--- src/rtl/shift_pkg.sv ---
// Shared definitions for the universal shift register.
//   - MODE_* : encodings of the 3-bit mode input (5..7 are reserved and
//              behave as timed no-ops).
//   - state_e: control FSM states.
package shift_pkg;

  localparam logic [2:0] MODE_SLL = 3'd0;
  localparam logic [2:0] MODE_SRL = 3'd1;
  localparam logic [2:0] MODE_ROL = 3'd2;
  localparam logic [2:0] MODE_ROR = 3'd3;
  localparam logic [2:0] MODE_SRA = 3'd4;

  typedef enum logic [1:0] {
    ST_IDLE  = 2'd0,
    ST_SHIFT = 2'd1,
    ST_DONE  = 2'd2
  } state_e;

endpackage

--- src/rtl/shift_step.sv ---
// Combinational single-step shifter.
// Ports:
//   cur    - current register value
//   mode   - operation (shift_pkg MODE_* encodings)
//   ser_in - fill bit for SLL / SRL
//   nxt    - register value after one step
//   eject  - bit shifted out by this step
//   active - 1 when mode is a real operation; 0 for reserved modes, in
//            which case nxt == cur and eject must not be captured
module shift_step
  import shift_pkg::*;
#(
  parameter int WIDTH = 8
) (
  input  logic [WIDTH-1:0] cur,
  input  logic [2:0]       mode,
  input  logic             ser_in,
  output logic [WIDTH-1:0] nxt,
  output logic             eject,
  output logic             active
);

  always_comb begin
    nxt    = cur;
    eject  = 1'b0;
    active = 1'b1;
    case (mode)
      MODE_SLL: begin
        nxt   = {cur[WIDTH-2:0], ser_in};
        eject = cur[WIDTH-1];
      end
      MODE_SRL: begin
        nxt   = {ser_in, cur[WIDTH-1:1]};
        eject = cur[0];
      end
      MODE_ROL: begin
        nxt   = {cur[WIDTH-2:0], cur[WIDTH-1]};
        eject = cur[WIDTH-1];
      end
      MODE_ROR: begin
        nxt   = {cur[0], cur[WIDTH-1:1]};
        eject = cur[0];
      end
      MODE_SRA: begin
        nxt   = {cur[WIDTH-1], cur[WIDTH-1:1]};
        eject = cur[0];
      end
      default: begin
        active = 1'b0;
      end
    endcase
  end

endmodule

--- src/rtl/univ_shift_reg.sv ---
// Universal shift register with multi-cycle, one-bit-per-clock shifting.
// Ports:
//   clk, rst  - clock, synchronous active-high reset
//   load,d_in - parallel load (wins over start; aborts a shift in progress)
//   start     - begin an operation of `amount` steps using `mode`
//   mode      - 0 SLL, 1 SRL, 2 ROL, 3 ROR, 4 SRA, 5-7 reserved (timed no-op)
//   amount    - number of single-bit steps (0 means complete immediately)
//   ser_in    - fill bit for SLL/SRL, sampled on every step
//   d_out     - register contents
//   ser_out   - bit ejected by the most recent real step
//   busy      - high while steps are being performed
//   done      - one-cycle pulse after the final step (not after an abort)
//
// Handshake: start is only accepted in IDLE without load; while busy or
// during the done cycle start is ignored. mode and amount are captured when
// start is accepted, so they may change freely afterwards.
module univ_shift_reg
  import shift_pkg::*;
#(
  parameter int WIDTH = 8,
  parameter int AMT_W = $clog2(WIDTH) + 1
) (
  input  logic             clk,
  input  logic             rst,
  input  logic             load,
  input  logic [WIDTH-1:0] d_in,
  input  logic             start,
  input  logic [2:0]       mode,
  input  logic [AMT_W-1:0] amount,
  input  logic             ser_in,
  output logic [WIDTH-1:0] d_out,
  output logic             ser_out,
  output logic             busy,
  output logic             done
);

  state_e           state;
  logic [WIDTH-1:0] sh_reg;
  logic [2:0]       mode_q;
  logic [AMT_W-1:0] count;
  logic             ser_q;

  logic [WIDTH-1:0] step_nxt;
  logic             step_eject;
  logic             step_active;

  shift_step #(
    .WIDTH (WIDTH)
  ) u_step (
    .cur    (sh_reg),
    .mode   (mode_q),
    .ser_in (ser_in),
    .nxt    (step_nxt),
    .eject  (step_eject),
    .active (step_active)
  );

  always_ff @(posedge clk) begin
    if (rst) begin
      state  <= ST_IDLE;
      sh_reg <= '0;
      mode_q <= '0;
      count  <= '0;
      ser_q  <= 1'b0;
    end else begin
      case (state)
        ST_IDLE: begin
          if (load) begin
            sh_reg <= d_in;
          end else if (start) begin
            mode_q <= mode;
            count  <= amount;
            state  <= (amount == '0) ? ST_DONE : ST_SHIFT;
          end
        end
        ST_SHIFT: begin
          if (load) begin
            // Abort: no further steps and no done pulse.
            sh_reg <= d_in;
            count  <= '0;
            state  <= ST_IDLE;
          end else begin
            sh_reg <= step_nxt;
            if (step_active) ser_q <= step_eject;
            count  <= count - 1'b1;
            if (count == AMT_W'(1)) state <= ST_DONE;
          end
        end
        ST_DONE: begin
          if (load) sh_reg <= d_in;
          state <= ST_IDLE;
        end
        default: begin
          state <= ST_IDLE;
        end
      endcase
    end
  end

  assign d_out   = sh_reg;
  assign ser_out = ser_q;
  assign busy    = (state == ST_SHIFT);
  assign done    = (state == ST_DONE);

endmodule

--- config.mk ---
export PLATFORM = sky130hd
export DESIGN_NAME = univ_shift_reg
export DESIGN_NICKNAME = d
export VERILOG_FILES = /design/src/rtl/shift_pkg.sv /design/src/rtl/shift_step.sv /design/src/rtl/univ_shift_reg.sv
export SDC_FILE = /design/constraint.sdc
export NUM_CORES = 1
export LEC_CHECK = 0
export BUFFER_PORTS_ARGS = -buffer_cell sky130_fd_sc_hd__buf_2
export CAP_MARGIN = 20
export CORE_MARGIN = 3
export CORE_UTILIZATION = 50
export DETAILED_ROUTE_END_ITERATION = 8
export PLACE_DENSITY = 0.76
export SLEW_MARGIN = 5
export SYNTH_ARGS = -nofsm -noshare
export SYNTH_HDL_FRONTEND = slang
export SYNTH_HIERARCHICAL = 1
export SYNTH_SLANG_ARGS = --single-unit
export TNS_END_PERCENT = 1
--- constraint.sdc ---
create_clock -name clk -period 2.1 [get_ports clk]
set_clock_uncertainty 0.1 [all_clocks]
set_input_delay 0.105 -clock clk [delete_from_list [all_inputs] [get_ports clk]]
set_output_delay 0.105 -clock clk [all_outputs]
set_load 0.05 [all_outputs]
==> results by group <==
Floorplan
  – FP Rows: 18
  – Die height: 58.0 µm
  – Die area: 3360 µm²
  – Core Box Area: 2520 µm²
  – Die Wd: 58.0 µm
  – Initial Utilization: 0.535
  – Number of I/O pins: 31

Cells and area
  – Nets: 205
  – Share of cells above drive strength 1: 0.302
  – Register area: 360 µm²
  – Area occupied by multi-input gates: 888 µm²
  – Area delta synth->final: 16.5%
  – Fin cells: 212
  – Fill count: 239
  – Number of diodes: 0

Run
  – Maxcap violations: 0

Worst setup path
  – FF-to-FF setup slack: 0.35 ns
  – Critical Path Max Stage Delay: 0.61 ns
  – Total buffers and inverters traversed by the critical path: 2
  – Worst Path Required: 1.89 ns
  – CP delay by family, top: flip-flops
  – Critical Path Fanout Max: 13
  – Critical-path top delay cell: dfxtp_1
  – Kind of critical path: register to primary output
  – Startpoint Class: register
  – Worst EP arrival: 1.57 ns
  – Crit path cell chain: nor2b_2 -> buf_4 -> buf_2
  – CP Capture Type: primary output

Timing
  – Peak Freq: 0.564 GHz
  – Slew HR: 0.604
  – Pins Over Slew Limit: 0
  – Setup TNS: 0 ns
  – Least-Margin Pin Slew: 0.594 ns
  – Tcrit/Tclk final: 0.844
  – Hold Fails Final Rpt: 0
  – RSZ-0062 raised after global routing: no
  – Endpoints failing setup: 0
  – Min Tclk post-route: 1.77 ns

Synthesis
  – Predominant post-synthesis flop cell: dfxtp_1
  – Mean post-synth cell area: 8.94 µm²
  – Top-count cell post-synth: dfxtp_1
  – Top area cells in the synthesized netlist: dfxtp_1 27%, mux2i_1 12%, a211oi_2 7.4%, nor2_1 3.1%, nor3_1 3.0%
  – Ys Warns: 6
  – Yosys reg bits: 18
  – Syn nets: 173
  – Post-Syn Area: 1350 µm²
  – Post-synthesis instance total: 151
  – Post-synth EDFFs: 0
  – Synth top area share: 0.267
  – Synth area leader: dfxtp_1
  – Post-synthesis cell type count: 46
  – Fraction of registers with async set/reset: 0
  – Commonest cells in the netlist: 18 x dfxtp_1, 16 x mux2i_1, 11 x nor2_1
  – Sequential area share after synthesis: 0.267

Placed design
  – Placed Cells: 204
  – Final Wtd Congestion: 0.873
  – Detailed placer's ending HPWL: 2690 µm
  – Port bufs: 30

Clock tree
  – Clk buf depth: 2
  – CTS tree: done
  – Worst skew pair latency: 0.29 ns
  – Htree depth: 1
  – Reg clk slew, reported paths: 0.11 ns
  – Num Clock Sinks: 18
  – Post-CTS Setup Bufs: 0
  – Num CTS Buffers: 3
  – Root buffer cell: clkbuf_4

Drt
  – Drt pass-1 iters: 4
  – DRC violations left: 0
  – Initial DRC count: 87
  – Vias: 1331
  – Routed WL per cell: 16.9 µm
  – Antenna Nets Post-Route: 0
  – DR vias/cell: 6.28
  – Routed wire length: 3570 µm

GRT
  – Largest net degree at the start of global routing: 19
  – GRT Overall Usage: 0.226
  – Gr ovfl total: 0
  – First-pass GRT wire length: 5950 µm
  – Vias in the first global route: 1360
  – Initial antenna violation count: 0

Pwr
  – Internal: 0.598 mW
  – Pleak: 0.681 nW
  – Switching share of power: 0.362
  – Reg power frac: 0.444
  – Combinational Power Share: 0.330
  – Maximum vdd ir drop: 0.474 mV
  – Sw Pwr: 0.339 mW
  – Clk pwr share: 0.227
  – Pwr Density: 596 nW/µm²

Hold path
  – Worst hold-check path type: primary input to register

Outcome
  – Status: completed
## power groups by stage
stage / registers (mW) / logic (mW) / clock network, mW
6_report: 0.416 / 0.309 / 0.212
5_1_grt: 0.421 / 0.334 / 0.232
4_1_cts: 0.415 / 0.307 / 0.220
3_5_place_dp: 0.423 / 0.301 / 0
3_3_place_gp: 0.421 / 0.291 / 0
2_1_floorplan: 0.459 / 0.188 / 0
## repair_timing
item,4_1_cts,5_1_grt
gates resized for setup,0,0
hold endpoints to repair,4,0
hold buffers,4,0
## metrics by stage
| step | util | hold WS [ns] | setup WS [ns] | power (mW) | area, µm² |
|---|---|---|---|---|---|
| 6_report | 0.624 | 0.0829 | 0.328 | 0.937 | 1570 |
| 5_1_grt | 0.624 | 0.0946 | 0.220 | 0.987 | 1570 |
| 4_1_cts | 0.624 | 0.0628 | 0.337 | 0.942 | 1570 |
| 3_5_place_dp | 0.593 | 0.253 | 0.375 | 0.724 | 1500 |
| 3_3_place_gp | 0.593 | 0.241 | 0.444 | 0.712 | 1500 |
| 2_1_floorplan | - | 0.152 | 0.472 | 0.647 | 1350 |
## cell families after synthesis
group / Yosys count / share of synthesized area
compound gates: 51 / 0.325
simple gates: 43 / 0.179
buf+inv: 19 / 0.0751
mux: 18 / 0.135
flops: 18 / 0.267
fa+ha+maj: 2 / 0.0185
## placed cells by master, fill, tap and decap left out, types with 6 or more instances in the layout
master    netlist  final
nor3_1          8      8
mux2i_1        16     16
nor2_1         11     11
nand2_1         8      8
inv_1           6      6
o21ai_1         6      6
dfxtp_1        18     18
a211oi_2        8      8
buf_2           6     30
## path summary, 6_finish.rpt
path	cells after the start	end	start
setup reg to reg	3	state[1]	state[0]
hold reg to reg	2	count[3]	count[3]
hold / removal	3	count[2]	amount[2]
setup / recovery	3	busy	state[0]
## layer usage
| layer | routed length (µm) | part of all wire | global-route usage | vias up |
|---|---|---|---|---|
| met5 | 0 | 0 | 0 | - |
| met4 | 70 | 0.020 | 0.106 | 0 |
| met3 | 169 | 0.047 | 0.0312 | 8 |
| met2 | 1840 | 0.52 | 0.423 | 44 |
| met1 | 1490 | 0.42 | 0.248 | 639 |
| li1 | - | - | - | 640 |
## worst reg2reg max path: stages (launching register included)
cell and delay [ns]:
dfxtp_1 0.61, nor3b_2 0.50, a21boi_0 0.31, a2111oi_0 0.11
## flip-flops by register name, indices dropped and copies added (netlist names)
register  count
count         4
d_out         8
mode_q        3
ser_out       1
state         2
## cell type report
type                    instances  share of cell area
clock buffers                   4              0.0231
flip-flops and latches         18               0.229
well taps                      30              0.0239
inverters                       8              0.0191
repair buffers                 38               0.140
multi-input cells             114               0.565
Power figures use the tool's default switching activity.
